--- src/rtl/puf_response_collector.sv ---
// Sequences ring-oscillator challenges through an arbiter and assembles the PUF response, one bit per challenge.
// Per bit: CLR_CYCLES clear cycles, then RUN until arb_finish or TIMEOUT. start is only accepted in IDLE.
module puf_response_collector #(
  parameter int N_BITS     = 8,
  parameter int CHAL_W     = 3,
  parameter int CLR_CYCLES = 2,
  parameter int TIMEOUT    = 255
) (
  input  logic              clk,
  input  logic              rst,
  input  logic              start,
  input  logic              arb_resp,
  input  logic              arb_finish,
  output logic [CHAL_W-1:0] chal,
  output logic              ro_en,
  output logic              arb_rst,
  output logic [N_BITS-1:0] response,
  output logic              valid,
  output logic              busy,
  output logic              timeout_err
);

  localparam int CNT_W = $clog2(TIMEOUT + CLR_CYCLES + 1);
  localparam logic [CNT_W-1:0]  CLR_LAST  = CNT_W'(CLR_CYCLES - 1);
  localparam logic [CNT_W-1:0]  TO_LAST   = CNT_W'(TIMEOUT - 1);
  localparam logic [CHAL_W-1:0] CHAL_LAST = CHAL_W'(N_BITS - 1);

  typedef enum logic [1:0] {IDLE, CLEAR, RUN, DONE} state_t;

  state_t             r_state;
  logic [CNT_W-1:0]   r_cnt;
  logic [CHAL_W-1:0]  r_chal;
  logic [N_BITS-1:0]  r_resp;
  logic               r_err;
  logic               w_capture;
  logic               w_bit;

  // A finishing arbiter beats the timeout on the same edge.
  assign w_capture = arb_finish || (r_cnt == TO_LAST);
  assign w_bit     = arb_finish & arb_resp;

  always_ff @(posedge clk or posedge rst) begin
    if (rst) begin
      r_state <= IDLE;
      r_cnt   <= '0;
      r_chal  <= '0;
      r_resp  <= '0;
      r_err   <= 1'b0;
    end else begin
      unique case (r_state)
        IDLE: begin
          if (start) begin
            r_state <= CLEAR;
            r_cnt   <= '0;
            r_chal  <= '0;
            r_resp  <= '0;
            r_err   <= 1'b0;
          end
        end
        CLEAR: begin
          if (r_cnt == CLR_LAST) begin
            r_state <= RUN;
            r_cnt   <= '0;
          end else begin
            r_cnt <= r_cnt + 1'b1;
          end
        end
        RUN: begin
          if (w_capture) begin
            r_resp[r_chal] <= w_bit;
            if (!arb_finish) r_err <= 1'b1;
            r_cnt <= '0;
            if (r_chal == CHAL_LAST) begin
              r_state <= DONE;
            end else begin
              r_chal  <= r_chal + 1'b1;
              r_state <= CLEAR;
            end
          end else begin
            r_cnt <= r_cnt + 1'b1;
          end
        end
        DONE: r_state <= IDLE;
        default: r_state <= IDLE;
      endcase
    end
  end

  assign chal        = r_chal;
  assign response    = r_resp;
  assign timeout_err = r_err;
  assign ro_en       = (r_state == RUN);
  assign arb_rst     = (r_state == IDLE) || (r_state == CLEAR);
  assign valid       = (r_state == DONE);
  assign busy        = (r_state != IDLE);

endmodule

--- config.mk ---
export PLATFORM = sky130hd
export DESIGN_NAME = puf_response_collector
export DESIGN_NICKNAME = d
export VERILOG_FILES = /design/src/rtl/puf_response_collector.sv
export SDC_FILE = /design/constraint.sdc
export NUM_CORES = 1
export LEC_CHECK = 0
export ABC_AREA = 0
export ABC_CLOCK_PERIOD_IN_PS = 4300
export CORE_MARGIN = 2
export CORE_UTILIZATION = 45
export DETAILED_ROUTE_END_ITERATION = 10
export GPL_TIMING_DRIVEN = 1
export HOLD_SLACK_MARGIN = 0.08
export PLACE_DENSITY = 0.66
export SLEW_MARGIN = 20
export SYNTH_ARGS = -nofsm -noshare
export SYNTH_HDL_FRONTEND = slang
export SYNTH_SLANG_ARGS = --single-unit
--- constraint.sdc ---
create_clock -name clk -period 4.3 [get_ports clk]
set_input_delay 0.86 -clock clk [delete_from_list [all_inputs] [get_ports clk]]
set_output_delay 0.86 -clock clk [all_outputs]
set_load 0.005 [all_outputs]
After elaboration in Yosys (flattened, before gate mapping)
Index checks and enable logic that the tools add are counted.
{ "word_totals": {"memories": 0, "output_inout_bits": 16, "mem_bits_rw": 0, "wordCells": 56, "latchBits": 0, "in_bits": 5, "rom_bits": 0, "ff_bits": 23} }
{ "classes": {"reduce_logical": 12, "n_bitwise": 1, "n_lt_le_gt_ge": 2, "n_shift": 0, "n_eq_ne": 11, "muxes": 23, "add_sub_neg": 2, "mul": 0, "div_mod_pow": 0} }
{ "op_table": {"columns": ["cell", "n"], "rows": [
  ["9-bit 2-to-1 mux", 3],
  ["9-bit case mux with 3 select lines", 1],
  ["8-bit 2-to-1 mux", 2],
  ["8-bit case mux with 2 select lines", 1],
  ["9-bit by 1-bit adder with 9-bit output, second input constant", 1],
  ["9-bit by 1-bit == test with 1-bit output, second input constant", 1],
  ["9-bit by 8-bit == test with 1-bit output, second input constant", 1],
  ["3-bit 2-to-1 mux", 3],
  ["8-bit bitwise mux", 1],
  ["2-bit 2-to-1 mux", 4],
  ["2-bit != test, second input constant", 4],
  ["2-bit case mux with 4 select lines", 1],
  ["4-bit AND reduction", 2],
  ["3-bit case mux with 2 select lines", 1],
  ["3-bit AND reduction", 2],
  ["2-bit == test, second input constant", 2],
  ["3-bit by 4-bit less-than comparator with 1-bit output, second input constant", 1],
  ["1-bit 2-to-1 mux", 4],
  ["2-bit nonzero test", 2],
  ["3-bit by 1-bit adder with 3-bit output, second input constant", 1],
  ["1-bit demux with 3-bit select", 1],
  ["3-bit == test, second input constant", 1],
  ["3-bit by 1-bit >= comparator with 1-bit output, second input constant", 1],
  ["3-bit nonzero test", 1],
  ["8 further kinds", 9]
]} }

Longest topological paths before layout
{ "logic_depth": {"ltp_word": 7, "depth_mapped": 7, "ltp_nobuf": 6} }

Worst setup path after synthesis
Ideal clock, no wire load.
{ "synth_timing": {"path_kind": "flip-flop to output port", "startpoint": "reg r_state[0]", "endpoint": "out arb_rst", "n_path_buf": 0, "t_required_ns": 3.440, "arrival_ns": 0.985, "stages_incl_launch_ff": 4, "path_slack_ns": 2.455, "path_cell_list": "dfrtp_1 -> inv_1 -> ha_1 -> or2_2"} }
{ "synth_between": {"elab_chain_cells": 2, "word_cells_on_any_way": 3, "classes_between": "eq/ne: 1; reduce/logical: 2"} }
{ "synth_lines": {"columns": ["element", "line_no", "rtl"], "rows": [
  ["start, declared", "30", "state_t r_state;"],
  ["start signal, assigned", "44", "r_state <= IDLE;"],
  ["start signal, assigned", "53", "r_state <= CLEAR;"],
  ["start signal, assigned", "62", "r_state <= RUN;"],
  ["2-bit by 1-bit == test with 1-bit output / 2-bit logical NOT (equally long branches)", "93", "assign arb_rst = (r_state == IDLE) || (r_state == CLEAR);"],
  ["1-bit logical OR (*)", "93", null],
  ["end, declared", "16", "output logic arb_rst,"]
]} }
Mark *: on every way between the ends. The rest lies on a longest branch, timed or not.

Final worst setup path
{ "layout_timing": {"startpoint": "reg r_state[0]", "endpoint": "out ro_en"} }
{ "layout_between": {"elab_chain_cells": 1} }
{ "layout_lines": {"columns": ["element", "line_no", "rtl"], "rows": [
  ["2-bit == test", "92", "assign ro_en = (r_state == RUN);"],
  ["end, declared", "15", "output logic ro_en,"]
]} }
Every way passes these cells.

==> flow_summary.toml <==
[run_status]
outcome = "finished, final reports clean"

[placement]
place_congestion = 0.800
dp_hpwl_mm = 2.27
io_buffer_count = 20
dpl.cell_count = 209
preCtsSetupSlack_ns = 1.72

[final_layout]
fin_nets = 184
layout-area-overhead-vs-synth_pct = 16.7
mostFrequentLayoutCell = "dfrtp_1"
final_cell_mix = "dfrtp_1, clkdlybuf4s50_1, nand3_1, nand2_1, inv_1"
final_cells = 213
final_layout_size_suffix_gt1_share_pct = 8.28
diodes = 0
fin_util_pct = 55.3

[synth]
synth_fa_ha_area_share_pct = 7.72
yosysUniqueCellTypes = 45
yosysSeqAreaShare_pct = 39.5
synth.avg_cell_area_um2 = 9.60
async_flop_share_pct = 100
syn_inst = 152
yosys_warnings = 0
syn-num-nets = 166
synthFlopType = "dfrtp_1"
synth_xor_area_share_pct = 1.80
synthSimpleGateAreaFrac_pct = 21.9
muxShareOfSynthArea_pct = 1.46
synth-compound-area-share_pct = 22.3
syn_area_um2 = 1460
synth_top_family_by_area = "compound AO/OA/AOI/OAI gates"
synth_edf_count = 0
synth_seq_cells = 23

[clocking]
numCtsBuffers = 3
post_cts_buffers = 0
cts.reportedPaths.clkPinSlew_ns = 0.13
cts_resized = 0
cts-root-buf = "clkbuf_4"
clk_latency_ns = 0.31
clock_sinks = 23
cts_tree = "yes"
cts.hold.buffers_added = 0
cts_buffer_depth = 2
htree_levels = 1

[sta]
fin_setup_tns_ns = 0
worst_slew_pin_slew_ns = 0.930
period_share_pct = 66.4
finalSetupViolations = 0
period_needed_ns = 2.85
slew_violations = 0
fmax_mhz = 350
hold_violations = 0
fin_ws_ns = 1.45
skew_ns = 0.00637
holdWs_ns = 0.504
rsz0062_at_grt = "false"
slew_headroom_pct = 37.9

[setup_path]
required_ns = 3.44
cp_slowest_stage_delay_ns = 0.61
timing.critical_path.to_type = "output pin"
path_class = "reg2out"
crit_path_top_delay_cell = "clkdlybuf4s50_1"
crit_fanout = 16
start_kind = "flop"
crit_arrival_ns = 1.99
cp_cell_sequence = "inv_1 > ha_1 > clkdlybuf4s50_1"

[grt]
grt_pass1_vias = 1118
grt_pass1_wl_mm = 5.38
grt_usage_pct = 19.3
grt_max_degree = 24
gr-total-overflow = 0
antenna_found_initial = 0

[drt]
wirelength_mm = 3.19
post_drt_wl_per_cell_um = 15.0
vias = 1214
vias_per_cell = 5.70
drt-initial-drc-count = 54
drtPass1Iterations = 4
drc_errors = 0
antenna_left = 0

[power_and_ir_drop]
p_leak_nw = 0.712
ir_drop_mv = 0.403
power_density_nw_per_um2 = 536

[die]
std_cell_rows = 20
core_um2 = 3080
ios = 21
die_w_um = 60.9
die_area_um2 = 3710
dieHeight_um = 60.9
start_util_pct = 47.4

[flow_run]
max_cap_violations = 0

[worst_hold_path]
hold_class = "reg2reg"
-- per-stage QoR --
step / power, W / area, um2
floorplan: 0.000658 / 1460
global placement: 0.000802 / 1680
detailed placement: 0.000816 / 1680
CTS: 0.000919 / 1700
global route: 0.000995 / 1700
finish: 0.000913 / 1700
-- report_power, final --
part | switching [W] | internal [W]
Clock | 0.0000665 | 0.0000363
Sequential | 0.0000515 | 0.000251
Combinational | 0.000281 | 0.000227
-- worst max-delay path: cells and delay by family, from the launching register on --
family / cells / cell delay [ns]
buffers and inverters: 2 / 0.75
adders and majority gates: 1 / 0.51
DFF: 1 / 0.42
-- path summary, 6_finish.rpt --
| kind | startpoint | to | slack (ns) | depth (start not counted) |
|---|---|---|---|---|
| max in group asynchronous | rst | r_cnt[5]$_DFFE_PP0P_ | 2.69 | 2 |
| worst min register to register | response[1]$_DFFE_PP0P_ | response[1]$_DFFE_PP0P_ | 0.50 | 1 |
| min in group asynchronous | rst | response[7]$_DFFE_PP0P_ | 1.04 | 2 |
| worst max-delay path | r_state[0]$_DFFE_PP0P_ | ro_en | 1.45 | 3 |
| worst max register to register | r_state[0]$_DFFE_PP0P_ | response[0]$_DFFE_PP0P_ | 2.03 | 6 |
| worst min-delay path | response[1]$_DFFE_PP0P_ | response[1]$_DFFE_PP0P_ | 0.50 | 1 |
-- flip-flops by register name (all words and copies together) (netlist names) --
register     count
r_cnt            9
r_state          2
timeout_err      1
chal             3
response         8
-- final cells by class --
cell class | count | area (um2)
clock buffer | 4 | 26.3
tap | 44 | 55.1
sequential | 23 | 576
inverter | 11 | 41.3
timing repair buffer | 20 | 200
multi-input combinational | 111 | 805
fill | 299 | 1380
-- cell usage after synthesis, drive strengths merged, types with 2 or more instances --
cell type | instances | share of area [%]
nor2 | 6 | 1.5
a32o | 3 | 2.1
nor4 | 4 | 2.1
a32oi | 2 | 1.2
clkbuf | 5 | 1.3
nor4b | 2 | 1.2
or3 | 2 | 0.86
ha | 9 | 7.7
o31ai | 3 | 1.5
nor2b | 4 | 2.2
o21ai | 12 | 4.9
a22oi | 2 | 1.0
nor3 | 3 | 1.4
nand2 | 12 | 3.1
buf | 2 | 1.3
dfrtp | 23 | 39
xnor2 | 3 | 1.8
a21oi | 4 | 1.6
nand4 | 2 | 1.3
nand2b | 6 | 2.6
a22o | 2 | 1.2
o2bb2ai | 5 | 3.0
nand3 | 12 | 4.1
inv | 11 | 2.8
-- logic make-up (layout without fill, tap and decap cells) --
family | after synthesis | count (layout)
adders and majority gates | 9 | 9
xor gates and xnor gates | 3 | 3
buffers and inverters | 18 | 35
muxes | 2 | 2
and+or+nand+nor | 56 | 56
DFF | 23 | 23
AOI/OAI and AO/OA | 41 | 41
-- layer usage --
layer / vias to the layer above / GRT usage [%] / part of all wire (%)
met4: 0 / 5.90 / 1.1
met5: - / 0 / 0
met3: 4 / 3.20 / 5.4
met2: 33 / 28.6 / 45
li1: 591 / - / -
met1: 586 / 28.8 / 48
Note: power is estimated with default switching activity, not from simulation.
==> edit 1, RTL diff (same settings) <==
The parameter `CHAL_W` goes from 3 to 6.
--- a/src/rtl/puf_response_collector.sv
+++ b/src/rtl/puf_response_collector.sv
@@ -4,3 +4,3 @@
   parameter int N_BITS     = 8,
-  parameter int CHAL_W     = 3,
+  parameter int CHAL_W     = 6,
   parameter int CLR_CYCLES = 2,
Interface: changed (resized chal); port bits go from 21 to 24. No check against the original RTL was run, so the function may have changed too.
==> edit 1 against the unedited design <==
- area after synthesis is 9.3% higher
- maximum frequency decreased by 6.7%
- sequential cell count increased by 3
- clock skew decreased by 0.0050 ns
- count of clock-buffer cells in the layout stayed put
- utilization increased by 0.66 points
- routed wire length rose by 14%
- worst setup slack worse by 0.21 ns
- design area rose by 11%
- die area rose by 8.6%
- register-to-register slack worse by 0.19 ns
- power is 5.8% higher
- first-iteration DRC count grew 85%
==> edit 1: results (changes against the unedited design) <==
largest net degree at the start of global routing=27 (was 24); complex-gate fraction of the synthesized area=21.4% (was 22.3%); clk_lat worst skew=0.33 ns (was 0.31 ns); max incr delay on CP=0.66 ns (was 0.61 ns); capturing point of the worst reg2reg path=r_cnt[2]$_DFFE_PP0P_ (was response[0]$_DFFE_PP0P_); Layout Nets=203 (was 184); Final HPWL DP=2710 um (was 2270 um); sequential area share after synthesis=40.8% (was 39.5%); post-synthesis cell type count=48 (was 45); post-synthesis net count=182 (was 166); first-pass GRT wire length=6420 um (was 5380 um); Setup CP Type=reg2out (unchanged); Setup Skew=0.00132 ns (was 0.00637 ns); drt initial violations=100 (was 54); filler instances=323 (was 299); worst IR drop on VDD=0.000321 V (was 0.000403 V); Worst path slowest cell=ha_1 (was clkdlybuf4s50_1); xor and xnor area share after synthesis=1.10% (was 1.80%); WHS=0.526 ns (was 0.504 ns); Slew HR=38.7% (was 37.9%); port bufs=23 (was 20); CTS H-tree depth=1 (unchanged); Routed wire per std cell=15.4 um (was 15.0 um); vias per cell=5.77 (was 5.70); most frequent cells after synthesis=dfrtp_1, nand2_1, a21oi_1, inv_1, o21ai_0 (was dfrtp_1, nand2_1, nand3_1, inv_1); peak fanout along the critical path=22 (was 16); Final Cell Area=1880 um2 (was 1700 um2); total global-route track usage=19.9% (was 19.3%); adder-cell share of the synthesized area=6.28% (was 7.72%); r2r startpoint=r_state[0]$_DFFE_PP0P_ (unchanged); most area-consuming cells after synthesis=dfrtp_1, ha_1, a21oi_1 (was dfrtp_1, ha_1, nand3_1); Worst R2R Setup Slack=1.84 ns (was 2.03 ns); clock slew at reported path FFs=0.15 ns (was 0.13 ns); TritonRoute pass-1 iters=4 (unchanged); Leak Pwr=0.771 nW (was 0.712 nW); share of layout cells above drive strength 1=6.88% (was 8.28%); vias in the first global route=1355 (was 1118); RD Place Congestion=0.804 (was 0.800); mux cell area share after synthesis=1.26% (was 1.46%); status=finished, final reports clean (unchanged)
[edit 1: changes by cell type in the layout (fill, tap and decap cells not counted), sizes merged, moves of 4 or more]
cell     before  now
a21oi         4   13
a221o         0    6
nand2        12   17
nand2b        6    2
nand3        12    6
o2bb2ai       5    1
or3           2    7
[edit 1: metrics by stage]
step / std cells / worst slack, ns
after CTS: 235 / 1.27
final: 235 / 1.24
after floorplan: 169 / 2.24
after global placement: 231 / 1.67
after detailed placement: 231 / 1.62
after global routing: 235 / 1.15
[edit 1: power by group]
group          total, mW  switching, mW  internal, mW
clock network      0.129         0.0773        0.0519
logic              0.511          0.287         0.224
registers          0.326         0.0456         0.280
[edit 1: metal layers]
| layer | vias up | track usage [%] | routed length [um] |
|---|---|---|---|
| met1 | 660 | 28.1 | 1840 |
| met4 | 0 | 7.07 | 46 |
| met2 | 22 | 30.7 | 1630 |
| met5 | - | 0 | 0 |
| li1 | 669 | - | - |
| met3 | 6 | 3.57 | 106 |
[edit 1: area by class of cell]
| cell class | instances | share of cell area, % |
|---|---|---|
| Multi-Input combinational cell | 126 | 46.2 |
| Sequential cell | 26 | 34.6 |
| Timing Repair Buffer | 23 | 12.2 |
| Tap cell | 46 | 3.06 |
| Inverter | 10 | 1.99 |
| Clock buffer | 4 | 1.93 |
[edit 1: worst min-delay path by stage]
stage	end	start	cells after the start
2_1_floorplan	response[5]$_DFFE_PP0P_	response[5]$_DFFE_PP0P_	1
3_5_place_dp	response[5]$_DFFE_PP0P_	response[5]$_DFFE_PP0P_	1
3_3_place_gp	response[6]$_DFFE_PP0P_	response[6]$_DFFE_PP0P_	1
5_1_grt	response[5]$_DFFE_PP0P_	response[5]$_DFFE_PP0P_	1
4_1_cts	response[5]$_DFFE_PP0P_	response[5]$_DFFE_PP0P_	1
6_report	response[5]$_DFFE_PP0P_	response[5]$_DFFE_PP0P_	1
[edit 1: kinds of logic (layout without fill, tap and decap cells)]
family,count (synthesis),count (layout)
flip-flops,26,26
adder cells (fa/ha/maj),8,8
AND/OR/NAND/NOR,67,67
buffers and inverters,17,37
multiplexers,2,2
AO/OA/AOI/OAI,47,47
XOR/XNOR,2,2
==> edit 2, RTL diff (config.mk and constraints unchanged) <==
Made on the original files. Make the reset (`rst`) synchronous in one clocked block.
--- a/src/rtl/puf_response_collector.sv
+++ b/src/rtl/puf_response_collector.sv
@@ -41,3 +41,3 @@
 
-  always_ff @(posedge clk or posedge rst) begin
+  always_ff @(posedge clk) begin
     if (rst) begin
Function: differs if rst is asserted again (counterexample within 4 cycles, from zero or initial values and one cycle with rst high); with rst held inactive, the same outputs for 10 cycles.
==> edit 2 against the unedited design <==
- highest routed layer unchanged
- sequential cell count did not move
- critical path type unchanged
- routed wire length fell by 8.3%
- maximum frequency rose by 7.3%
- design area fell by 6.8%
- area after synthesis fell by 8.6%
- die area fell by 8.0%
- worst setup slack improved by 0.19 ns
Power is not compared: it rests on default switching activity, and its combinational part moved more than twofold at a synthesized area within 25%.
==> edit 2: results (changes against the unedited design) <==
status=finished, final reports clean (unchanged); Setup Skew=0.0116 ns (was 0.00637 ns); fraction of area in multi-input gates=51.4% (was 47.2%); Place WS=1.66 ns (was 1.72 ns); xor and xnor area share after synthesis=0% (was 1.80%); Area Overhead vs Synth=19.0% (was 16.7%); FF/Latch Area=460 um2 (was 576 um2); metal2 WL=1450 um (was 1440 um); min-delay worst type=reg2reg (unchanged); vias in the first global route=1108 (was 1118); Worst R2R Setup Slack=2.28 ns (was 2.03 ns); post-synthesis net count=175 (was 166); adder-cell share of the synthesized area=8.44% (was 7.72%); WHS=0.485 ns (was 0.504 ns); metal3 WL=118 um (was 173 um); syn avg cell area=8.28 um2 (was 9.60 um2); flip-flop and latch count=23 (unchanged); placed cells=208 (was 209); drt initial violations=27 (was 54); max FFs per register=9 (unchanged); M1 WL=1340 um (was 1540 um); first-pass GRT wire length=5030 um (was 5380 um); post-synthesis cell type count=40 (was 45); CP Capture Point=arb_rst (was ro_en); met2 Resource Use GR=33.9% (was 28.6%); met1 usage=22.6% (was 28.8%); Final HPWL DP=2260 um (was 2270 um); most area-consuming cells after synthesis=dfxtp_1, ha_1, a21oi_1 (was dfrtp_1, ha_1, nand3_1); Inverters=10 (was 11); Routed wire per std cell=13.8 um (was 15.0 um); Die X=58.4 um (was 60.9 um); peak fanout along the critical path=6 (was 16); share of layout cells above drive strength 1=9.39% (was 8.28%); Critical path origin=r_state[0]$_SDFFE_PP0P_ (was r_state[0]$_DFFE_PP0P_); post-CTS setup buffers=0 (unchanged); largest net degree at the start of global routing=14 (was 24); max incr delay on CP=0.44 ns (was 0.61 ns); count of multi-input gates=123 (was 111); Layout Nets=196 (was 184); Critical Path AT=1.80 ns (was 1.99 ns); number of non-clock buffers=21 (was 20); ys async rst share=0% (was 100%); total global-route track usage=18.7% (was 19.3%); Slew @ Worst Pin=0.683 ns (was 0.930 ns); Top FF cell, synth=dfxtp_1 (was dfrtp_1); met3 GRT Util=4.84% (was 3.20%); filler instances=268 (was 299); r2r startpoint=r_state[0]$_SDFFE_PP0P_ (was r_state[0]$_DFFE_PP0P_); most frequent cells after synthesis=dfxtp_1, a21oi_1, o21ai_0, nand3_1, nor2_1 (was dfrtp_1, nand2_1, nand3_1, inv_1); complex-gate fraction of the synthesized area=19.9% (was 22.3%); sequential area share after synthesis=34.5% (was 39.5%); drt total wl=2920 um (was 3190 um); Non-clock buffering overhead=13.1% (was 11.8%); Area after DPL=1560 um2 (was 1680 um2); mux cell area share after synthesis=2.35% (was 1.46%); cell depth of the worst flop-to-flop path=7 (was 6); RD Place Congestion=0.786 (was 0.800); vias per cell=5.81 (was 5.70); ClkCell Share=1.73% (was 1.54%); final setup margin=1.64 ns (was 1.45 ns)
## edit 2: cell count changes after synthesis, sizes merged, moves of 5 or more
cell and change:
dfrtp -23, dfxtp +23, a21oi +14, nor2 +5, o2bb2ai -5, or3 +5
## edit 2: worst min path at each step
stage | startpoint | cells past startpoint | to
floorplan | response[0]$_SDFFE_PP0P_ | 2 | response[0]$_SDFFE_PP0P_
global placement | response[5]$_SDFFE_PP0P_ | 2 | response[5]$_SDFFE_PP0P_
detailed placement | response[0]$_SDFFE_PP0P_ | 2 | response[0]$_SDFFE_PP0P_
CTS | response[0]$_SDFFE_PP0P_ | 2 | response[0]$_SDFFE_PP0P_
global route | timeout_err$_SDFFE_PP0P_ | 2 | timeout_err$_SDFFE_PP0P_
finish | response[0]$_SDFFE_PP0P_ | 2 | response[0]$_SDFFE_PP0P_
## edit 2: where the power goes
group          internal (mW)  leakage, nW  total (mW)  switching (mW)
clock                 0.0347       0.0177      0.0978          0.0630
sequential             0.224        0.186       0.234          0.0105
combinational          0.103        0.359       0.241           0.139
